--- config.mk ---
export PLATFORM = sky130hd
export DESIGN_NAME = ibex_rf_wr_arbiter_flat
export DESIGN_NICKNAME = d
export VERILOG_FILES = /design/src/rtl/ibex_pkg.sv /design/src/rtl/ibex_rf_wr_arbiter_if.sv /design/src/rtl/ibex_rf_wr_addr_fifo.sv /design/src/rtl/ibex_rf_wr_arbiter.sv /design/src/flat_wrapper.sv
export SDC_FILE = /design/constraint.sdc
export NUM_CORES = 1
export LEC_CHECK = 0
export CORE_UTILIZATION = 42
export CTS_BUF_LIST = sky130_fd_sc_hd__clkbuf_2 sky130_fd_sc_hd__clkbuf_4 sky130_fd_sc_hd__clkbuf_8
export CTS_CLUSTER_DIAMETER = 200
export DETAILED_ROUTE_END_ITERATION = 10
export PLACE_DENSITY = 0.83
export SLEW_MARGIN = 10
export SYNTH_ARGS = -nofsm -noshare
export SYNTH_HDL_FRONTEND = slang
export SYNTH_SLANG_ARGS = --single-unit
--- constraint.sdc ---
create_clock -name clk_i -period 2.1 [get_ports clk_i]
set_input_delay 0.21 -clock clk_i [delete_from_list [all_inputs] [get_ports clk_i]]
set_output_delay 0.21 -clock clk_i [all_outputs]
set_load 0.05 [all_outputs]
--- src/rtl/ibex_pkg.sv ---
// Shared constants and types for the register-file write arbiter.
package ibex_pkg;

   localparam int LoadQDepthDefault = 2;

   typedef struct packed {
      logic        we;
      logic [4:0]  waddr;
      logic [31:0] wdata;
   } rf_wr_t;

endpackage

--- src/rtl/ibex_rf_wr_arbiter_if.sv ---
// Pipeline-side bundle of the write arbiter: ID/EX writes, load tracking, hazards and RF port.
interface ibex_rf_wr_arbiter_if
   import ibex_pkg::*;
#(
   parameter int LoadQDepth = LoadQDepthDefault
);

   logic                            id_wr_valid_i;
   logic                            id_wr_ready_o;
   logic [4:0]                      id_waddr_i;
   logic [31:0]                     id_wdata_i;
   logic                            load_issue_i;
   logic [4:0]                      load_rd_i;
   logic                            load_issue_ready_o;
   logic                            lsu_resp_valid_i;
   logic                            lsu_resp_err_i;
   logic [31:0]                     lsu_rdata_i;
   logic [4:0]                      rs1_addr_i;
   logic [4:0]                      rs2_addr_i;
   logic                            rd_hazard_o;
   logic                            waw_hazard_o;
   logic                            rf_we_o;
   logic [4:0]                      rf_waddr_o;
   logic [31:0]                     rf_wdata_o;
   logic [$clog2(LoadQDepth+1)-1:0] outstanding_o;
   logic                            orphan_resp_o;

   modport master (
      output id_wr_valid_i, id_waddr_i, id_wdata_i,
      output load_issue_i, load_rd_i,
      output lsu_resp_valid_i, lsu_resp_err_i, lsu_rdata_i,
      output rs1_addr_i, rs2_addr_i,
      input  id_wr_ready_o, load_issue_ready_o, rd_hazard_o, waw_hazard_o,
      input  rf_we_o, rf_waddr_o, rf_wdata_o, outstanding_o, orphan_resp_o
   );

   modport slave (
      input  id_wr_valid_i, id_waddr_i, id_wdata_i,
      input  load_issue_i, load_rd_i,
      input  lsu_resp_valid_i, lsu_resp_err_i, lsu_rdata_i,
      input  rs1_addr_i, rs2_addr_i,
      output id_wr_ready_o, load_issue_ready_o, rd_hazard_o, waw_hazard_o,
      output rf_we_o, rf_waddr_o, rf_wdata_o, outstanding_o, orphan_resp_o
   );

endinterface

--- src/rtl/ibex_rf_wr_addr_fifo.sv ---
// Destination-register FIFO for outstanding loads; exposes every slot for hazard compares.
module ibex_rf_wr_addr_fifo #(
   parameter int Depth = 2
) (
   input  logic                       clk_i,
   input  logic                       rst_i,
   input  logic                       push_i,
   input  logic [4:0]                 push_addr_i,
   input  logic                       pop_i,
   output logic [4:0]                 head_addr_o,
   output logic [$clog2(Depth+1)-1:0] count_o,
   output logic                       full_o,
   output logic                       empty_o,
   output logic [Depth-1:0]           entry_valid_o,
   output logic [Depth-1:0][4:0]      entry_addr_o
);

   localparam int PtrW = (Depth > 1) ? $clog2(Depth) : 1;
   localparam int CntW = $clog2(Depth + 1);

   logic [PtrW-1:0] head_q, head_d, tail_q, tail_d;
   logic [CntW-1:0] count_q, count_d;
   logic [4:0]      mem_q [Depth];
   logic            push_ok, pop_ok;

   function automatic logic [PtrW-1:0] ptr_inc(input logic [PtrW-1:0] p);
      return (p == PtrW'(Depth - 1)) ? '0 : p + 1'b1;
   endfunction

   assign full_o  = (count_q == CntW'(Depth));
   assign empty_o = (count_q == '0);
   assign push_ok = push_i & ~full_o;
   assign pop_ok  = pop_i & ~empty_o;

   always_comb begin
      head_d  = pop_ok  ? ptr_inc(head_q) : head_q;
      tail_d  = push_ok ? ptr_inc(tail_q) : tail_q;
      count_d = count_q;
      case ({push_ok, pop_ok})
         2'b10:   count_d = count_q + 1'b1;
         2'b01:   count_d = count_q - 1'b1;
         default: count_d = count_q;
      endcase
   end

   always_ff @(posedge clk_i) begin
      if (rst_i) begin
         head_q  <= '0;
         tail_q  <= '0;
         count_q <= '0;
      end else begin
         head_q  <= head_d;
         tail_q  <= tail_d;
         count_q <= count_d;
      end
   end

   // Slot contents are qualified by count alone, so the storage itself is never reset.
   always_ff @(posedge clk_i) begin
      if (push_ok) mem_q[tail_q] <= push_addr_i;
   end

   assign head_addr_o = mem_q[head_q];
   assign count_o     = count_q;

   for (genvar gi = 0; gi < Depth; gi++) begin : g_entry
      logic [31:0] raw_off, offset;
      // Distance of this slot from the head, modulo Depth.
      assign raw_off = 32'(gi) + 32'(Depth) - 32'(head_q);
      assign offset  = (raw_off >= 32'(Depth)) ? raw_off - 32'(Depth) : raw_off;
      assign entry_valid_o[gi] = (offset < 32'(count_q));
      assign entry_addr_o[gi]  = mem_q[gi];
   end

endmodule

--- src/rtl/ibex_rf_wr_arbiter.sv ---
// Arbitrates LSU load responses and ID/EX results onto one registered RF write port.
module ibex_rf_wr_arbiter
   import ibex_pkg::*;
#(
   parameter int LoadQDepth = LoadQDepthDefault
) (
   input  logic                clk_i,
   input  logic                rst_i,
   ibex_rf_wr_arbiter_if.slave bus
);

   localparam int CntW = $clog2(LoadQDepth + 1);

   logic                       fifo_full, fifo_empty, pop;
   logic [4:0]                 head_rd;
   logic [CntW-1:0]            count;
   logic [LoadQDepth-1:0]      entry_valid;
   logic [LoadQDepth-1:0][4:0] entry_addr;
   logic [LoadQDepth-1:0]      rs1_hit, rs2_hit, waw_hit;
   rf_wr_t                     wr_q, wr_d;
   logic                       orphan_q, orphan_d;

   assign pop = bus.lsu_resp_valid_i & ~fifo_empty;

   ibex_rf_wr_addr_fifo #(
      .Depth(LoadQDepth)
   ) u_addr_fifo (
      .clk_i        (clk_i),
      .rst_i        (rst_i),
      .push_i       (bus.load_issue_i),
      .push_addr_i  (bus.load_rd_i),
      .pop_i        (pop),
      .head_addr_o  (head_rd),
      .count_o      (count),
      .full_o       (fifo_full),
      .empty_o      (fifo_empty),
      .entry_valid_o(entry_valid),
      .entry_addr_o (entry_addr)
   );

   assign bus.load_issue_ready_o = ~fifo_full;
   assign bus.id_wr_ready_o      = ~bus.lsu_resp_valid_i;
   assign bus.outstanding_o      = count;

   // Load responses win; address/data hold their last value when nothing is written.
   always_comb begin
      wr_d    = wr_q;
      wr_d.we = 1'b0;
      if (pop) begin
         if (!bus.lsu_resp_err_i && head_rd != 5'd0) begin
            wr_d.we    = 1'b1;
            wr_d.waddr = head_rd;
            wr_d.wdata = bus.lsu_rdata_i;
         end
      end else if (bus.id_wr_valid_i && bus.id_wr_ready_o && bus.id_waddr_i != 5'd0) begin
         wr_d.we    = 1'b1;
         wr_d.waddr = bus.id_waddr_i;
         wr_d.wdata = bus.id_wdata_i;
      end
   end

   assign orphan_d = orphan_q
                   | (bus.load_issue_i & fifo_full)
                   | (bus.lsu_resp_valid_i & fifo_empty);

   always_ff @(posedge clk_i) begin
      if (rst_i) begin
         wr_q     <= '0;
         orphan_q <= 1'b0;
      end else begin
         wr_q     <= wr_d;
         orphan_q <= orphan_d;
      end
   end

   assign bus.rf_we_o       = wr_q.we;
   assign bus.rf_waddr_o    = wr_q.waddr;
   assign bus.rf_wdata_o    = wr_q.wdata;
   assign bus.orphan_resp_o = orphan_q;

   for (genvar gi = 0; gi < LoadQDepth; gi++) begin : g_cmp
      assign rs1_hit[gi] = entry_valid[gi] & (entry_addr[gi] == bus.rs1_addr_i);
      assign rs2_hit[gi] = entry_valid[gi] & (entry_addr[gi] == bus.rs2_addr_i);
      assign waw_hit[gi] = entry_valid[gi] & (entry_addr[gi] == bus.id_waddr_i);
   end

   // x0 never creates a dependency, even though x0 loads still occupy a slot.
   assign bus.rd_hazard_o =
        ((bus.rs1_addr_i != 5'd0) & ((|rs1_hit) | (wr_q.we & (wr_q.waddr == bus.rs1_addr_i))))
      | ((bus.rs2_addr_i != 5'd0) & ((|rs2_hit) | (wr_q.we & (wr_q.waddr == bus.rs2_addr_i))));
   assign bus.waw_hazard_o = (bus.id_waddr_i != 5'd0) & (|waw_hit);

endmodule

--- src/flat_wrapper.sv ---
// flat-port wrapper written by rule: the top's interface ports become plain ports
module ibex_rf_wr_arbiter_flat import ibex_pkg::*;
#(
   parameter int LoadQDepth = LoadQDepthDefault
)
  (clk_i, rst_i, bus_id_wr_valid_i, bus_id_waddr_i, bus_id_wdata_i, bus_load_issue_i, bus_load_rd_i, bus_lsu_resp_valid_i, bus_lsu_resp_err_i, bus_lsu_rdata_i, bus_rs1_addr_i, bus_rs2_addr_i, bus_id_wr_ready_o, bus_load_issue_ready_o, bus_rd_hazard_o, bus_waw_hazard_o, bus_rf_we_o, bus_rf_waddr_o, bus_rf_wdata_o, bus_outstanding_o, bus_orphan_resp_o);
  ibex_rf_wr_arbiter_if #(.LoadQDepth(LoadQDepth)) bus_i ();
  input  logic clk_i;
  input  logic rst_i;
  input wire logic [$bits(bus_i.id_wr_valid_i)-1:0] bus_id_wr_valid_i;
  input wire logic [$bits(bus_i.id_waddr_i)-1:0] bus_id_waddr_i;
  input wire logic [$bits(bus_i.id_wdata_i)-1:0] bus_id_wdata_i;
  input wire logic [$bits(bus_i.load_issue_i)-1:0] bus_load_issue_i;
  input wire logic [$bits(bus_i.load_rd_i)-1:0] bus_load_rd_i;
  input wire logic [$bits(bus_i.lsu_resp_valid_i)-1:0] bus_lsu_resp_valid_i;
  input wire logic [$bits(bus_i.lsu_resp_err_i)-1:0] bus_lsu_resp_err_i;
  input wire logic [$bits(bus_i.lsu_rdata_i)-1:0] bus_lsu_rdata_i;
  input wire logic [$bits(bus_i.rs1_addr_i)-1:0] bus_rs1_addr_i;
  input wire logic [$bits(bus_i.rs2_addr_i)-1:0] bus_rs2_addr_i;
  output wire logic [$bits(bus_i.id_wr_ready_o)-1:0] bus_id_wr_ready_o;
  output wire logic [$bits(bus_i.load_issue_ready_o)-1:0] bus_load_issue_ready_o;
  output wire logic [$bits(bus_i.rd_hazard_o)-1:0] bus_rd_hazard_o;
  output wire logic [$bits(bus_i.waw_hazard_o)-1:0] bus_waw_hazard_o;
  output wire logic [$bits(bus_i.rf_we_o)-1:0] bus_rf_we_o;
  output wire logic [$bits(bus_i.rf_waddr_o)-1:0] bus_rf_waddr_o;
  output wire logic [$bits(bus_i.rf_wdata_o)-1:0] bus_rf_wdata_o;
  output wire logic [$bits(bus_i.outstanding_o)-1:0] bus_outstanding_o;
  output wire logic [$bits(bus_i.orphan_resp_o)-1:0] bus_orphan_resp_o;
  assign bus_i.id_wr_valid_i = bus_id_wr_valid_i;
  assign bus_i.id_waddr_i = bus_id_waddr_i;
  assign bus_i.id_wdata_i = bus_id_wdata_i;
  assign bus_i.load_issue_i = bus_load_issue_i;
  assign bus_i.load_rd_i = bus_load_rd_i;
  assign bus_i.lsu_resp_valid_i = bus_lsu_resp_valid_i;
  assign bus_i.lsu_resp_err_i = bus_lsu_resp_err_i;
  assign bus_i.lsu_rdata_i = bus_lsu_rdata_i;
  assign bus_i.rs1_addr_i = bus_rs1_addr_i;
  assign bus_i.rs2_addr_i = bus_rs2_addr_i;
  assign bus_id_wr_ready_o = bus_i.id_wr_ready_o;
  assign bus_load_issue_ready_o = bus_i.load_issue_ready_o;
  assign bus_rd_hazard_o = bus_i.rd_hazard_o;
  assign bus_waw_hazard_o = bus_i.waw_hazard_o;
  assign bus_rf_we_o = bus_i.rf_we_o;
  assign bus_rf_waddr_o = bus_i.rf_waddr_o;
  assign bus_rf_wdata_o = bus_i.rf_wdata_o;
  assign bus_outstanding_o = bus_i.outstanding_o;
  assign bus_orphan_resp_o = bus_i.orphan_resp_o;
  ibex_rf_wr_arbiter #(.LoadQDepth(LoadQDepth)) u_core (.clk_i(clk_i), .rst_i(rst_i), .bus(bus_i));
endmodule
Word-level counts from Yosys, hierarchy flattened
Memories as Yosys holds them, arrays and structs flattened. A register that Yosys moved wholly into a read port is not among the register bits.
Index checks and enable logic that the tools add are counted.
{"block": "totals", "word_cells": 83, "register_bits": 43, "mem_bits_ro": 0, "latch_bits": 0, "n_memories": 1, "mem_bits_rw": 10}
{"block": "classes", "shift": 0, "eq_ne": 12, "div_mod_pow": 0, "n_lt_le_gt_ge": 4, "addsub": 8, "bitwise": 24, "multipliers": 0, "muxes": 12, "n_reduce_logical": 15}
{"memory": "u_core.u_addr_fifo.mem_q", "words": 2, "width": 5, "read_ports": 3, "rd_clocked_by_memory_dff": 1, "write_ports": 1, "line": "ibex_rf_wr_addr_fifo.sv:23", "source": "logic [4:0] mem_q [Depth];"}
{"cell": "two-way mux 38 bit", "n": 3}
{"cell": "greater-or-equal comparator 32 x 2 -> 1 bit (second input constant)", "n": 2}
{"cell": "< comparator 32 x 2 -> 1 bit", "n": 2}
{"cell": "two-way mux 32 bit", "n": 2}
{"cell": "equality test 5 bit", "n": 8}
{"cell": "nonzero test 5 bit", "n": 4}
{"cell": "AND 1 bit", "n": 16}
{"cell": "subtractor 3 x 3 -> 4 bit (second input constant)", "n": 2}
{"cell": "two-way mux 1 bit", "n": 6}
{"cell": "OR reduction 2 bit", "n": 3}
{"cell": "subtractor 2 x 1 -> 3 bit (first input constant)", "n": 2}
{"cell": "bitwise OR 1 bit", "n": 5}
{"cell": "equality test 2 bit (second input constant)", "n": 2}
{"cell": "one-hot mux 2 bit (2 select lines)", "n": 1}
{"cell": "nonzero test 2 bit", "n": 2}
{"cell": "logical AND 1 bit", "n": 3}
{"cell": "inverter 1 bit", "n": 3}
{"cell": "adder 1 bit (second input constant)", "n": 2}
{"cell": "adder 2 x 1 -> 2 bit (second input constant)", "n": 1}
{"cell": "equality test 2 x 1 -> 1 bit (second input constant)", "n": 1}
{"cell": "logical NOT 2 bit", "n": 1}
{"cell": "inequality test 2 x 1 -> 1 bit (second input constant)", "n": 1}
{"cell": "AND reduction 2 bit", "n": 1}
{"cell": "subtractor 2 x 1 -> 2 bit (second input constant)", "n": 1}
{"cell": "logical NOT 1 bit", "n": 1}

Logic depth before layout (Yosys ltp)
Gate-level depths: netlist (run 1).
{"block": "logic_depth", "word_depth": 9, "depth_mapped": 8, "ltp_nobuf": 6}

Modules after synthesis
Synthesis (run 1) repeated with hierarchy kept, for this count alone.
{"block": "hier_totals", "hier_cells": 289, "area_unflattened_um2": 2683.8}
{"mod": "ibex_rf_wr_arbiter", "cells_each": 244, "instances": 1, "area_each_um2": 2054.5}
{"mod": "ibex_rf_wr_addr_fifo", "cells_each": 45, "instances": 1, "area_each_um2": 629.4}

Worst setup path after synthesis (run 1)
Ideal clock, no wire load.
{"block": "synth_path", "path_type": "register to output", "from": "register u_core.u_addr_fifo.count_q[0] (netlist: u_core.u_addr_fifo.count_o[0])", "to": "output port bus_waw_hazard_o", "setup_slack_ps": -473, "arrival_time_ps": 2363, "t_required_ps": 1890, "path_stages_with_launch": 6, "n_path_buf": 1, "path_cell_list": "dfxtp_1 > buf_2 > a21o_1 > nand3_1 > or4_1 > a21oi_1"}
{"block": "synth_between", "elab_chain_len": 4, "word_cells_on_any_way": 6, "cone_classes": "order compare: 2; bitwise: 3; reduce/logical: 1"}
{"item": "start, declared", "line": "ibex_rf_wr_addr_fifo.sv:22", "source": "logic [CntW-1:0] count_q, count_d;"}
{"item": "start signal, assigned", "line": "ibex_rf_wr_addr_fifo.sv:54", "source": "count_q <= count_d;"}
{"item": "< comparator 32 x 2 -> 1 bit", "line": "ibex_rf_wr_addr_fifo.sv:71", "source": "assign entry_valid_o[gi] = (offset < 32'(count_q));"}
{"item": "AND 1 bit", "line": "ibex_rf_wr_arbiter.sv:84", "source": "assign waw_hit[gi] = entry_valid[gi] & (entry_addr[gi] == bus.id_waddr_i);"}
{"item": "OR reduction 2 bit (*)", "line": "ibex_rf_wr_arbiter.sv:91", "source": "assign bus.waw_hazard_o = (bus.id_waddr_i != 5'd0) & (|waw_hit);"}
{"item": "AND 1 bit (*)", "line": "ibex_rf_wr_arbiter.sv:91"}
{"item": "end, declared", "line": "flat_wrapper.sv:23", "source": "output wire logic [$bits(bus_i.waw_hazard_o)-1:0] bus_waw_hazard_o;"}
Every way passes the cells marked *; elsewhere a longest branch is shown, timed or not.

==> metrics, run 1 <==
crit path kind=flop to output port; 1st-pass router iterations=5; clk buf depth=2; DR vias=3051; worst flop-to-flop path endpoint=u_core.bus.rf_wdata_o[22]; Core Util, Final=0.7667; crit path capture type=output port; post-synth cell types=36; Area Growth Syn to Fin=76.75%; CTS Sinks=54; crit path max fanout=4; antenna fix cells=0; RSZ-0062 raised after global routing=yes; Synthesis Warnings=0; Die Width=82.76 um; skew final=0.005855 ns; worst-case reg-to-reg path depth=7; clock power share=0.167; worst setup margin=-0.1948 ns; all-layer global routing usage=0.2595; number of clock buffers inserted by TritonCTS=5; clk_lat worst skew=0.30 ns; post-route insts no fill=568; antenna-violating nets left=0; # fillers=424; Core Area=6314 sq um; initial DRC count=213; minimum clock period=2.295 ns; Pwr per Cell Area=821.4 nW/um^2; routed len/inst=16.44 um; FMAX=435.8 MHz; Worst-path clk slew=0.09 ns; most common cell after layout, fill and taps aside=clkdlybuf4s50_1; pin count of the biggest net entering global routing=45; max-cap viol count=0; area of the multi-input gates=1632 sq um; initial core utilization=0.4338; mapped cell area=2739 sq um; combinational share of power=0.480; Post-Place Cells=546; vias in the first global route=2925; # DRC=0; Root Driver=clkbuf_8; Final HPWL DP=6539 um; Worst Setup EP=bus_waw_hazard_o; Top FF cell, synth=dfxtp_1; Synth Instances=320; CP Launch Type=flop; WP data required=1.89 ns; Reg-to-Reg Start=u_core.u_addr_fifo.mem_q[0][0]; Nets=581; Psw=1.557 mW; asr flop ratio synth=0; Least-Margin Pin Slew=0.5805 ns; sw frac=0.3917; flops & latches, synth=54; sequential share of power=0.353; Final setup viols=30; outcome=finished with violations; slew margin rel.=0.6116; fin crit share=1.093; EDFF count, synth=10; Slew Limit Fails=0; DP Worst Slack=-0.3315 ns; Buffers on Ports=134; Worst Hold Class=input pin to flop; overall die height=82.76 um; most frequent cells in the layout=clkdlybuf4s50_1 (124), nand2_1 (84), dfxtp_1 (42); register area share after synthesis=0.4312; Worst Setup SP=u_core.u_addr_fifo.mem_q[1][2]; Int Power=2.419 mW; Placer Congestion=0.9586; leak pwr=1.831 nW; Total Wirelength=9338 um; vias per cell=5.371; first-pass GRT wire length=13320 um; Arrival @ worst endpoint=2.08 ns; layout cells sized above 1=0.2037; TritonCTS clock tree=yes; syn avg cell area=8.559 sq um; Die Area=6848 sq um; Worst R2R Setup Slack=-0.07 ns; num ports=135; worst ir drop on vdd=586.1 uV; Reg area=1186 sq um; H-tree depth=2; Mapped Nets=411; grt total ovfl=0; initial antenna violation count=0; failing checks=setup timing; row count=29; Hold Vio Cnt, Final=0
[state kept, by name, indices dropped and copies added (netlist names), named ones only]
name	cells
u_core.bus.rf_wdata_o	32
u_core.u_addr_fifo.mem_q	10
u_core.bus.rf_we_o	1
u_core.u_addr_fifo.tail_q	1
u_core.u_addr_fifo.count_o	2
u_core.u_addr_fifo.head_q	1
u_core.bus.orphan_resp_o	1
u_core.bus.rf_waddr_o	5
[power by group through the flow]
| stage | clock, mW | sequential (mW) | combinational (mW) |
|---|---|---|---|
| 6_report | 0.665 | 1.40 | 1.91 |
| 5_1_grt | 0.719 | 1.42 | 2.02 |
| 3_5_place_dp | 0 | 1.41 | 1.69 |
| 4_1_cts | 0.670 | 1.38 | 1.73 |
| 3_3_place_gp | 0 | 1.40 | 1.66 |
| 2_1_floorplan | 0 | 1.75 | 0.671 |
[metrics by stage]
| step | hold slack (ns) | total power [mW] | area (sq um) | setup TNS, ns |
|---|---|---|---|---|
| 2_1_floorplan | 0.3089 | 2.419 | 2755 | 0 |
| 3_3_place_gp | 0.4547 | 3.066 | 4389 | -0.7894 |
| 3_5_place_dp | 0.4591 | 3.104 | 4389 | -2.574 |
| 4_1_cts | 0.4503 | 3.781 | 4546 | -0.1823 |
| 5_1_grt | 0.4715 | 4.160 | 4841 | -3.263 |
| 6_report | 0.4689 | 3.976 | 4841 | -1.034 |
[critical path, cell delays in order (launching register included)]
cell and delay [ns]:
edfxtp_1 0.52, buf_4 0.19, xor2_1 0.17, nor4_1 0.35, nand3_1 0.21, a21oi_4 0.20, buf_12 0.15
[synth_stat cells, types with 4 or more instances]
master    instances  share of area
a31oi_1          32          0.073
xnor2_1          19          0.061
nor2_1           16          0.022
nand2_1          99           0.14
clkbuf_1         12          0.016
xor2_1           24          0.077
a21oi_1           6          0.011
a222oi_1          4          0.015
or4_1             5          0.014
edfxtp_1         10           0.11
nand3_1           4         0.0073
nor4_1            6          0.014
dfxtp_1          44           0.32
mux2_2            5          0.021
[metal layers]
layer  share of wire  up-vias  global-route usage
met5               0        -                   0
met4           0.028        0              0.1241
met2            0.51      141              0.4336
li1                -     1451                   -
met3           0.079       24             0.07033
met1            0.38     1435              0.3064
[kinds of logic after synthesis]
kind of cell	share of synthesized area
muxes	0.02421
AOI/OAI and AO/OA	0.1183
buffers and inverters	0.03929
xor gates and xnor gates	0.1375
and+or+nand+nor	0.2449
DFF	0.4312
adders and majority gates	0.004568
[repair_timing]
| action | in CTS | in global routing |
|---|---|---|
| endpoints found under the setup margin | 2 | 19 |
| pin swaps | 9 | 49 |
| cloned | 0 | 3 |
| hold buffers | 0 | 0 |
| buffers inserted | 4 | 8 |
| gates resized for setup | 14 | 39 |
[cell type report]
class,count,share of cell area
Tap cell,77,0.01990
Sequential cell,54,0.2450
Multi-Input combinational cell,245,0.3370
Timing Repair Buffer,181,0.3730
Clock buffer,8,0.02274
Inverter,3,0.002326
[worst min path at each step]
stage,from,endpoint,cells past startpoint
after floorplan,bus_load_rd_i[0],u_core.u_addr_fifo.mem_q[0][0],0
after global placement,u_core.bus.orphan_resp_o,u_core.bus.orphan_resp_o,2
after detailed placement,u_core.bus.orphan_resp_o,u_core.bus.orphan_resp_o,2
after CTS,bus_id_wdata_i[7],u_core.bus.rf_wdata_o[7],3
after global routing,bus_lsu_rdata_i[18],u_core.bus.rf_wdata_o[18],3
final,bus_lsu_rdata_i[10],u_core.bus.rf_wdata_o[10],3
No activity file was read; power rests on OpenSTA's default activity.
==> run 2, diff against run 1 <==
--- a/config.mk
+++ b/config.mk
@@ -10,7 +10,10 @@
 export CTS_CLUSTER_DIAMETER = 200
 export DETAILED_ROUTE_END_ITERATION = 10
 export PLACE_DENSITY = 0.83
+export RECOVER_POWER = 100
+export REMOVE_ABC_BUFFERS = 1
 export SLEW_MARGIN = 10
 export SYNTH_ARGS = -nofsm -noshare
 export SYNTH_HDL_FRONTEND = slang
 export SYNTH_SLANG_ARGS = --single-unit
+export TNS_END_PERCENT = 1
==> metrics, run 2 (same netlist as run 1, synthesis figures left out) <==
DR vias=3029; most frequent cells in the layout=nand2_1 (99), clkdlybuf4s50_1 (76), dlygate4sd3_1 (47); Arrival @ worst endpoint=2.12 ns; crit path max fanout=2; WL met1=3587 um; Worst-path clk slew=0.10 ns; WP buf/inv=3; worst ir drop on vdd=501.7 uV; fin crit share=1.108; row count=29; most common cell after layout, fill and taps aside=nand2_1; Tot Pwr=3.763 mW; # fillers=473; vias in the first global route=2824; CP Launch Type=flop; grt total ovfl=0; routed len/inst=16.06 um; Core Area=6314 sq um; initial core utilization=0.4338; worst setup margin=-0.2258 ns; minimum clock period=2.326 ns; crit path capture type=output port; initial DRC count=140; clk_lat worst skew=0.31 ns; clk buf depth=2; Area Growth Syn to Fin=70.72%; Total Wirelength=9153 um; WP data required=1.89 ns; 1st-pass router iterations=4; Hold Vio Cnt, Final=0; overall die height=82.76 um; delay-heaviest family, CP=simple AND/OR/NAND/NOR gates; Placer Congestion=0.8928; area of the multi-input gates=1508 sq um; H-tree depth=2; # DRC=0; Least-Margin Pin Slew=1.012 ns; RSZ-0062 raised after global routing=yes; slew margin rel.=0.3202; Root Driver=clkbuf_8; all-layer global routing usage=0.2546; Buffers on Ports=134; layout cells sized above 1=0.1724; WL met2=4698 um; max-cap viol count=0; vias per cell=5.314; outcome=finished with violations; Pwr per Cell Area=804.8 nW/um^2; num ports=135; Worst Hold Class=input pin to flop; CTS Sinks=54; Die Area=6848 sq um; placed cell areas=4405 sq um; initial antenna violation count=0; number of clock buffers inserted by TritonCTS=5; leak pwr=1.882 nW; Die Width=82.76 um; Slew Limit Fails=0; TritonCTS clock tree=yes; failing checks=setup timing; highest routed layer=met4; first-pass GRT wire length=13040 um; Most common cell on crit path=buf_6; Final HPWL DP=6494 um; antenna fix cells=0; WL met3=629 um; Nets=583; antenna-violating nets left=0; FMAX=430.0 MHz; Total Negative Setup Slacks=-0.8370 ns; CP max-delay cell=or4_4; Reg area=1182 sq um; fin area=4676 sq um; critical path, cell by cell=buf_6 > buf_6 > xor2_1 > nor4_1 > nand3_1 > a21oi_2 > or4_4 > buf_8; Final setup viols=24; CP max stage delay=0.54 ns; max reg flops=32; skew final=0.01020 ns; pin count of the biggest net entering global routing=45; crit path kind=flop to output port
run 2: changes by cell type in the layout (fill, tap and decap cells not counted), moves of 5 or more:
cell	change
dlygate4sd3_1	+47
dlygate4sd2_1	-5
clkdlybuf4s50_1	-48
nand2_2	-5
nand2_4	-10
nand2_1	+15
run 2: worst min-delay path: stages:
cell and delay (ns):
clkdlybuf4s50_1 0.39, nand2_1 0.05, a31oi_1 0.06
run 2: cell type report:
type / count / share of cell area
Inverter: 3 / 0.002408
Clock buffer: 7 / 0.01927
Tap cell: 77 / 0.02060
Clock inverter: 1 / 0.001070
Timing Repair Buffer: 183 / 0.3813
Sequential cell: 54 / 0.2529
Multi-Input combinational cell: 245 / 0.3225
run 2: stage by stage:
step / cells / util / setup slack [ns] / hold slack [ns]
finish: 570 / 0.7406 / -0.2258 / 0.4540
global route: 570 / 0.7406 / -0.2852 / 0.4491
CTS: 564 / 0.7277 / -0.1658 / 0.4471
detailed placement: 547 / 0.6978 / -0.3876 / 0.4700
global placement: 547 / 0.6978 / -0.3135 / 0.4548
floorplan: 302 / - / -0.4074 / 0.2791
run 2: worst paths after layout:
| path | start | to | slack (ns) | cells after the start |
|---|---|---|---|---|
| worst max-delay path | u_core.u_addr_fifo.mem_q[1][1] | bus_rd_hazard_o | -0.23 | 8 |
| worst min-delay path | bus_id_wdata_i[13] | u_core.bus.rf_wdata_o[13] | 0.45 | 3 |
| worst max register to register | u_core.u_addr_fifo.mem_q[1][1] | u_core.bus.rf_waddr_o[0] | -0.07 | 8 |
| worst min register to register | u_core.bus.rf_wdata_o[7] | u_core.bus.rf_wdata_o[7] | 0.47 | 2 |
run 2: layer usage:
layer | vias to the layer above | track usage
met1 | 1425 | 0.2828
li1 | 1452 | -
met2 | 130 | 0.4508
met5 | - | 0
met4 | 0 | 0.1086
met3 | 22 | 0.07253
run 2: where the power goes:
group	total, mW	switching [mW]	internal (mW)
Sequential	1.36	0.135	1.22
Combinational	1.79	1.04	0.754
Clock	0.611	0.331	0.280
Total	3.76	1.50	2.26
run 2: timing repair:
action | in CTS | in global routing
gates resized for setup | 26 | 13
buffers inserted | 9 | 6
cloned | 0 | 0
hold buffers | 0 | 0
endpoints found under the setup margin | 6 | 38
pin swaps | 6 | 40
hold endpoints to repair | 0 | 0
